## src/rtl/game_flow_if.sv

```systemverilog
// game_flow_if: game-logic bundle; master drives frame_clk/keycode/hit/enemy_kill/layer_*, slave drives state flags/lives/score/level/enemy_alive/color_data
interface game_flow_if #(
  parameter int NUM_ENEMIES = 8,
  parameter int NUM_LAYERS = 4
);
  logic frame_clk;
  logic [7:0] keycode;
  logic hit;
  logic [NUM_ENEMIES-1:0] enemy_kill;
  logic [NUM_LAYERS-1:0] layer_valid;
  logic [24*NUM_LAYERS-1:0] layer_data;
  logic start;
  logic play;
  logic dying;
  logic gameover;
  logic [2:0] lives;
  logic [15:0] score;
  logic [3:0] level;
  logic [NUM_ENEMIES-1:0] enemy_alive;
  logic [23:0] color_data;
  modport master (
    output frame_clk, keycode, hit, enemy_kill, layer_valid, layer_data,
    input start, play, dying, gameover, lives, score, level, enemy_alive, color_data
  );
  modport slave (
    input frame_clk, keycode, hit, enemy_kill, layer_valid, layer_data,
    output start, play, dying, gameover, lives, score, level, enemy_alive, color_data
  );
endinterface

```

## src/rtl/game_flow_ctrl.sv

```systemverilog
// game_flow_ctrl: start/play/dying/gameover flow with lives, saturating score, waves and registered layer colour mux; ports clk, rst_n (async active-low), g (game_flow_if.slave)
module game_flow_ctrl #(
  parameter int NUM_ENEMIES = 8,
  parameter int NUM_LAYERS = 4,
  parameter int START_LIVES = 3,
  parameter int DEATH_FRAMES = 90,
  parameter logic [7:0] KEY_START = 8'h28
) (
  input logic clk,
  input logic rst_n,
  game_flow_if.slave g
);
  typedef enum logic [1:0] {S_START, S_PLAY, S_DYING, S_OVER} state_t;
  state_t state;
  logic fc_d;
  logic fc_dd;
  logic key_last;
  logic primed;
  logic tick;
  logic key_ev;
  logic [7:0] death_cnt;
  logic [NUM_ENEMIES-1:0] kill;
  logic [5:0] kill_cnt;
  logic [16:0] kill_sum;
  logic [16:0] bonus_sum;
  logic [NUM_LAYERS-1:0] vis;
  logic [23:0] mux_color;
  assign tick = fc_d & ~fc_dd;
  // primed stays low for the first cycle after reset so a key held through release is not a press
  assign key_ev = primed & (g.keycode == KEY_START) & ~key_last;
  assign kill = g.enemy_kill & g.enemy_alive;
  assign kill_sum = {1'b0, g.score} + 17'(kill_cnt) * 17'd10;
  assign bonus_sum = {1'b0, g.score} + 17'd100;
  assign vis = g.layer_valid & ~NUM_LAYERS'(state == S_DYING);
  assign g.start = state == S_START;
  assign g.play = state == S_PLAY;
  assign g.dying = state == S_DYING;
  assign g.gameover = state == S_OVER;
  always_comb begin
    kill_cnt = '0;
    for (int i = 0; i < NUM_ENEMIES; i++) kill_cnt = kill_cnt + 6'(kill[i]);
  end
  always_comb begin
    mux_color = 24'h200000;
    for (int i = NUM_LAYERS - 1; i >= 0; i--) mux_color = vis[i] ? g.layer_data[24*i +: 24] : mux_color;
  end
  always_ff @(posedge clk or negedge rst_n) begin
    if (!rst_n) begin
      state <= S_START;
      g.lives <= '0;
      g.score <= '0;
      g.level <= '0;
      g.enemy_alive <= '0;
      g.color_data <= '0;
      death_cnt <= '0;
      fc_d <= 1'b0;
      fc_dd <= 1'b0;
      key_last <= 1'b0;
      primed <= 1'b0;
    end else begin
      fc_d <= g.frame_clk;
      fc_dd <= fc_d;
      key_last <= g.keycode == KEY_START;
      primed <= 1'b1;
      g.color_data <= state == S_OVER ? 24'h505050 : mux_color;
      case (state)
        S_START:
          if (key_ev) begin
            state <= S_PLAY;
            g.lives <= 3'(START_LIVES);
            g.score <= '0;
            g.level <= '0;
            g.enemy_alive <= '1;
          end
        S_PLAY: begin
          if (g.enemy_alive == '0) begin
            g.enemy_alive <= '1;
            g.level <= g.level + 4'd1;
            g.score <= bonus_sum[16] ? 16'hFFFF : bonus_sum[15:0];
          end else begin
            g.enemy_alive <= g.enemy_alive & ~kill;
            g.score <= kill_sum[16] ? 16'hFFFF : kill_sum[15:0];
          end
          if (g.hit) begin
            state <= S_DYING;
            g.lives <= g.lives - 3'(g.lives != 3'd0);
            death_cnt <= 8'(DEATH_FRAMES);
          end
        end
        S_DYING:
          if (tick) begin
            death_cnt <= death_cnt - 8'(death_cnt != 8'd0);
            if (death_cnt <= 8'd1) state <= g.lives != 3'd0 ? S_PLAY : S_OVER;
          end
        default:
          if (key_ev) state <= S_START;
      endcase
    end
  end
endmodule

```

## src/flat_wrapper.sv

```systemverilog
// flat-port wrapper written by rule: the top's interface ports become plain ports
module game_flow_ctrl_flat 
#(
  parameter int NUM_ENEMIES = 8,
  parameter int NUM_LAYERS = 4,
  parameter int START_LIVES = 3,
  parameter int DEATH_FRAMES = 90,
  parameter logic [7:0] KEY_START = 8'h28
)
  (clk, rst_n, g_frame_clk, g_keycode, g_hit, g_enemy_kill, g_layer_valid, g_layer_data, g_start, g_play, g_dying, g_gameover, g_lives, g_score, g_level, g_enemy_alive, g_color_data);
  game_flow_if #(.NUM_ENEMIES(NUM_ENEMIES), .NUM_LAYERS(NUM_LAYERS)) g_i ();
  input logic clk;
  input logic rst_n;
  input wire logic [$bits(g_i.frame_clk)-1:0] g_frame_clk;
  input wire logic [$bits(g_i.keycode)-1:0] g_keycode;
  input wire logic [$bits(g_i.hit)-1:0] g_hit;
  input wire logic [$bits(g_i.enemy_kill)-1:0] g_enemy_kill;
  input wire logic [$bits(g_i.layer_valid)-1:0] g_layer_valid;
  input wire logic [$bits(g_i.layer_data)-1:0] g_layer_data;
  output wire logic [$bits(g_i.start)-1:0] g_start;
  output wire logic [$bits(g_i.play)-1:0] g_play;
  output wire logic [$bits(g_i.dying)-1:0] g_dying;
  output wire logic [$bits(g_i.gameover)-1:0] g_gameover;
  output wire logic [$bits(g_i.lives)-1:0] g_lives;
  output wire logic [$bits(g_i.score)-1:0] g_score;
  output wire logic [$bits(g_i.level)-1:0] g_level;
  output wire logic [$bits(g_i.enemy_alive)-1:0] g_enemy_alive;
  output wire logic [$bits(g_i.color_data)-1:0] g_color_data;
  assign g_i.frame_clk = g_frame_clk;
  assign g_i.keycode = g_keycode;
  assign g_i.hit = g_hit;
  assign g_i.enemy_kill = g_enemy_kill;
  assign g_i.layer_valid = g_layer_valid;
  assign g_i.layer_data = g_layer_data;
  assign g_start = g_i.start;
  assign g_play = g_i.play;
  assign g_dying = g_i.dying;
  assign g_gameover = g_i.gameover;
  assign g_lives = g_i.lives;
  assign g_score = g_i.score;
  assign g_level = g_i.level;
  assign g_enemy_alive = g_i.enemy_alive;
  assign g_color_data = g_i.color_data;
  game_flow_ctrl #(.NUM_ENEMIES(NUM_ENEMIES), .NUM_LAYERS(NUM_LAYERS), .START_LIVES(START_LIVES), .DEATH_FRAMES(DEATH_FRAMES), .KEY_START(KEY_START)) u_core (.clk(clk), .rst_n(rst_n), .g(g_i));
endmodule
```

## config.mk

```make
export PLATFORM = sky130hd
export DESIGN_NAME = game_flow_ctrl_flat
export DESIGN_NICKNAME = d
export VERILOG_FILES = /design/src/rtl/game_flow_if.sv /design/src/rtl/game_flow_ctrl.sv /design/src/flat_wrapper.sv
export SDC_FILE = /design/constraint.sdc
export NUM_CORES = 1
export LEC_CHECK = 0
export BUFFER_PORTS_ARGS = -buffer_cell sky130_fd_sc_hd__buf_2
export CORE_AREA = 2 2 114 83
export DETAILED_ROUTE_END_ITERATION = 10
export DIE_AREA = 0 0 116 85
export PLACE_DENSITY = 0.85
export SLEW_MARGIN = 20
export SYNTH_ARGS = -nofsm -noshare
export SYNTH_HDL_FRONTEND = slang
export SYNTH_SLANG_ARGS = --single-unit
```

## constraint.sdc

```tcl
create_clock -name clk -period 7.7 [get_ports clk]
set_clock_uncertainty 0.05 [all_clocks]
set_input_delay 1.54 -clock clk [delete_from_list [all_inputs] [get_ports clk]]
set_output_delay 1.54 -clock clk [all_outputs]
set_load 0.01 [all_outputs]
```

Word-level counts from Yosys, hierarchy flattened
Index checks and enable logic that the tools add are counted.
{ "word_totals": {"output_inout_bits": 59, "mem_bits_rw": 0, "latchBits": 0, "register_bits": 69, "rom_bits": 0, "inputBits": 120, "n_memories": 0, "wordCells": 85} }
{ "classes": {"muxes": 29, "n_eq_ne": 9, "n_div": 0, "n_addsub": 12, "mul": 1, "bitwise": 10, "order_cmp": 1, "reduce_logical": 12, "n_shift": 0} }
{ "op_table": {"columns": ["op", "count"], "rows": [
  ["$mux 24", 5],
  ["$mux 16", 4],
  ["$add 6x1->6", 6],
  ["$mux 8", 4],
  ["$pmux 16 s2", 1],
  ["$pmux 8 s2", 2],
  ["$add 16x10->17", 1],
  ["$add 16x7->17 const B", 1],
  ["$and 8x8->8", 2],
  ["$mux 2", 6],
  ["$mul 6x3->9 const B", 1],
  ["$reduce_and 3->1", 3],
  ["$eq 8x6->1 const B", 1],
  ["$le 8x1->1 const B", 1],
  ["$logic_not 8->1", 1],
  ["$mux 4", 2],
  ["$ne 2x1->1 const B", 4],
  ["$not 8->8", 1],
  ["$pmux 4 s2", 1],
  ["$reduce_bool 8->1", 1],
  ["$sub 8x1->8", 1],
  ["$mux 3", 2],
  ["$pmux 2 s3", 1],
  ["$pmux 3 s2", 1],
  ["other kinds (15)", 21]
]} }

Logic depth before layout (Yosys ltp)
{ "depth": {"ltp_word": 13, "mapped_depth": 22, "mapped_depth_nobuf": 22} }

Least setup slack after synthesis
Ideal clock, no wire load.
{ "synth_timing": {"path_kind": "in2reg", "startpoint": "in g_enemy_kill[1]", "endpoint": "reg u_core.g.score[7]", "n_path_buf": 1, "arrival_ps": 6090, "path_slack_ps": 1427, "setup_ps": 133, "stages": 18, "required_ps": 7517, "cell_sequence": "and2_1 ha_1 inv_1 fa_1 fa_1 fa_1 fa_1 inv_1 ha_1 ha_1 ha_1 ha_1 a21oi_1 a211oi_1 or2_2 buf_6 o211ai_1 o211ai_1"} }
{ "synth_between": {"elab_chain_cells": 13} }
{ "synth_lines": {"columns": ["element", "line", "rtl"], "rows": [
  ["start, declared", "flat_wrapper.sv:17", "input wire logic [$bits(g_i.enemy_kill)-1:0] g_enemy_kill;"],
  ["$and 8x8->8", "game_flow_ctrl.sv:31", "assign kill = g.enemy_kill & g.enemy_alive;"],
  ["$add 1x1->2", "game_flow_ctrl.sv:41", "for (int i = 0; i < NUM_ENEMIES; i++) kill_cnt = kill_cnt + 6'(kill[i]);"],
  ["$add 6x1->6 (6 in series)", "game_flow_ctrl.sv:41", null],
  ["$mul 6x3->9", "game_flow_ctrl.sv:32", "assign kill_sum = {1'b0, g.score} + 17'(kill_cnt) * 17'd10;"],
  ["$add 16x10->17", "game_flow_ctrl.sv:32", null],
  ["$mux 16", "game_flow_ctrl.sv:82", "g.score <= kill_sum[16] ? 16'hFFFF : kill_sum[15:0];"],
  ["$mux 16", "game_flow_ctrl.sv:76", "if (g.enemy_alive == '0) begin"],
  ["$pmux 16 s2", "game_flow_ctrl.sv:66", "case (state)"],
  ["end signal, assigned", "game_flow_ctrl.sv:79", "g.score <= bonus_sum[16] ? 16'hFFFF : bonus_sum[15:0];"],
  ["end signal, assigned", "game_flow_ctrl.sv:82", null],
  ["end, declared", "game_flow_if.sv:27", "output start, play, dying, gameover, lives, score, level, enemy_alive, color_data"]
]} }
Every way passes these cells.
A chain may end at the register's enable or synchronous reset.

Worst setup path after layout
{ "layout_timing": {"startpoint": "in g_enemy_kill[1]", "endpoint": "reg u_core.g.score[9]"} }
Same word-level chain as after synthesis.

==> metrics.md <==
| Metric | Value |
|---|---|
| Non-filler cells, final | `822` |
| Die width | `116 um` |
| Initial Util | `0.521` |
| Synth-to-layout area growth | `26.6%` |
| Most frequent CP cell | `ha_1` |
| Seq cells post-synth | `69` |
| Final period utilization | `0.838` |
| Top cell type's share of synthesized area | `0.377` |
| Clock Tree Buf Depth | `2` |
| Cells after synthesis | `530` |
| Num CTS Buffers | `9` |
| Synthesized cell area | `4580 um2` |
| Final-stage net count | `838` |
| Number of global-route vias before repair | `4600` |
| Final setup fails | `0` |
| Final HPWL DP | `10000 um` |
| Later-pin clock latency in the skew report | `0.34 ns` |
| WHS | `0.332 ns` |
| Crit end category | `flip-flop` |
| Post-DR wirelength/cell | `16.1 um` |
| CP max-delay cell | `fa_1` |
| Yosys cell types | `68` |
| Crit Path Max Fanout | `10` |
| Power density over the cells | `397 nW/um2` |
| Setup bufs post-CTS | `0` |
| Syn Nets | `675` |
| Outcome | `complete, no violations` |
| Critical Path, Cell by Cell | `buf_2 -> and2_1 -> ha_1 -> inv_1 -> fa_1 -> fa_1 -> fa_1 -> fa_1 -> xnor2_1 -> ha_1 -> ha_1 -> ha_1 -> a21oi_1 -> xor2_1 -> ha_1 -> nand2_1 -> a211oi_1 -> or2_2 -> a21oi_1 -> a211oi_1` |
| Post-CTS sizing | `0` |
| Most frequent cells in the layout | `buf_2 (178), nand2_1 (76), dfrtp_1 (69)` |
| Cell family with most CP delay | `adder cells` |
| Row cnt | `29` |
| ANT nets after route | `0` |
| Die area | `9860 um2` |
| Layout cells sized above 1 | `0.308` |
| Drt drc | `0` |
| Unrepaired setup endpoints after global routing | `false` |
| Worst Tran Pin Value | `0.963 ns` |
| VDD IR max | `0.000251 V` |
| I/O pin cnt | `179` |
| Die height | `85 um` |
| Largest net degree at the start of global routing | `70` |
| Total power | `2.30 mW` |
| Most common cell after layout, fill and taps aside | `buf_2` |
| Critical Path RT | `7.89 ns` |
| Setup TNS | `0 ns` |
| Asr flop ratio synth | `1.00` |
| Leak | `2.84 nW` |
| H-Tree Depth | `3` |
| Antenna violations before repair | `0` |
| Total wire length | `13300 um` |
| TritonCTS clock tree | `yes` |
| Post-synth EDFFs | `0` |
| Worst Path Buf+Inv | `2` |
| Area post-placement | `5500 um2` |
| CTS clk-pin slew, worst paths | `0.06 ns` |
| Port buffer count | `178` |
| Ant diodes | `0` |
| Clock Sink Count | `69` |
| Most common flop cell mapped by yosys | `dfrtp_1` |
| Post-route cell area | `5800 um2` |
| Fmax | `0.155 GHz` |
| Clk root buf | `clkbuf_16` |
| Hold Fails Final Rpt | `0` |
| Hold_buf cts | `0` |
| Max incr delay on CP | `0.52 ns` |
| Max_cap viols | `0` |
| Fin. max-slew vios | `0` |
| Grt total ovfl | `0` |
| Core footprint | `8780 um2` |
| Drt initial violations | `401` |
| Arr. time, crit path | `6.65 ns` |
| Routed vias | `4700` |
| Syn avg cell area | `8.64 um2` |
| Tot GR Track Use | `0.277` |
| Post-route minimum period | `6.45 ns` |
| Register area share after synthesis | `0.377` |
| Pre-Repair DR Iteration Count | `5` |
| Placed instance count | `806` |
| Kind of critical path | `primary input to flip-flop` |
| Slew margin rel. | `0.357` |
| HP Class | `flip-flop to flip-flop` |
| Synth Warn # | `0` |
| GPL Wtd Cong | `0.949` |
| Area leader, netlist | `dfrtp_1` |
| First-pass GRT wire length | `21700 um` |
| CP startpoint kind | `primary input` |
| Area contributors post-synth | `dfrtp_1 (38%), nand2_1 (6.2%), a21oi_1 (5.7%)` |
| Avg Vias per Cell | `5.72` |
==> flip-flops by register name, summed over array words and instances (netlist names) <==
register,cells
u_core.primed,1
u_core.fc_d,1
u_core.g.lives,3
u_core.fc_dd,1
u_core.death_cnt,8
u_core.g.level,4
u_core.g.enemy_alive,8
u_core.g.score,16
u_core.state,2
u_core.g.color_data,24
u_core.key_last,1
==> routing by layer <==
metal,routed length (um),track usage,up-vias
met3,1180,0.0764,29
met2,6230,0.448,234
met5,0,0,-
met1,5550,0.358,2215
li1,-,-,2222
met4,311,0.0996,0
==> power breakdown <==
| group | internal [mW] | switching [mW] | leakage [nW] |
|---|---|---|---|
| combinational | 0.530 | 0.742 | 1.88 |
| clock | 0.252 | 0.164 | 0.138 |
| sequential | 0.492 | 0.122 | 0.825 |
| total | 1.27 | 1.03 | 2.84 |
==> final timing paths <==
path	start	endpoint	slack (ns)	cells past startpoint
setup reg to reg	u_core.g.enemy_alive[1]$_DFFE_PN0P_	u_core.g.score[9]$_DFFE_PN0P_	2.15	19
hold reg to reg	u_core.fc_d$_DFF_PN0_	u_core.fc_dd$_DFF_PN0_	0.33	0
setup / recovery	g_enemy_kill[1]	u_core.g.score[9]$_DFFE_PN0P_	1.25	20
hold / removal	u_core.fc_d$_DFF_PN0_	u_core.fc_dd$_DFF_PN0_	0.33	0
max in group asynchronous	rst_n	u_core.g.color_data[6]$_DFF_PN0_	5.68	2
min in group asynchronous	rst_n	u_core.g.color_data[15]$_DFF_PN0_	1.36	2
==> synthesized netlist by cell type (3+ instances only) <==
cell type  number
o21a_1          3
o211ai_1        9
a211oi_1        7
a22oi_1         5
inv_1          20
fa_1            5
a21oi_1        52
nor2_1         45
nand2_1        76
dfrtp_1        69
buf_2           4
nor2b_1        21
xnor2_1        10
nand4_1         6
and2_1          5
xor2_1         13
a22o_1          6
nor3_1         21
a21o_1          8
nand2b_1        3
and3_1          3
o221ai_1        4
ha_1           20
a221oi_1       18
nand3_1         7
buf_1           3
clkbuf_1       16
o21ai_0        19
==> logic make-up after synthesis <==
kind of cell / after synthesis / synth area share
fa+ha+maj: 25 / 0.0765
flops: 69 / 0.377
mux: 2 / 0.00465
xor+xnor: 23 / 0.0440
other cells: 1 / 0.000819
compound gates: 150 / 0.219
simple gates: 210 / 0.227
buf+inv: 50 / 0.0517
==> final cells by class <==
cell class	count	area, um2
clock buffer	9	225
timing repair buffer	181	913
clock inverter	7	75.1
tap	124	155
multi-input combinational	411	2620
inverter	21	78.8
fill	728	2980
sequential	69	1730
==> metrics by stage <==
step	utilization	setup slack (ns)
floorplan	-	1.43
global placement	0.626	1.18
detailed placement	0.626	1.01
CTS	0.660	1.32
global route	0.660	0.982
finish	0.660	1.25
Note: power is estimated with default switching activity, not from simulation.
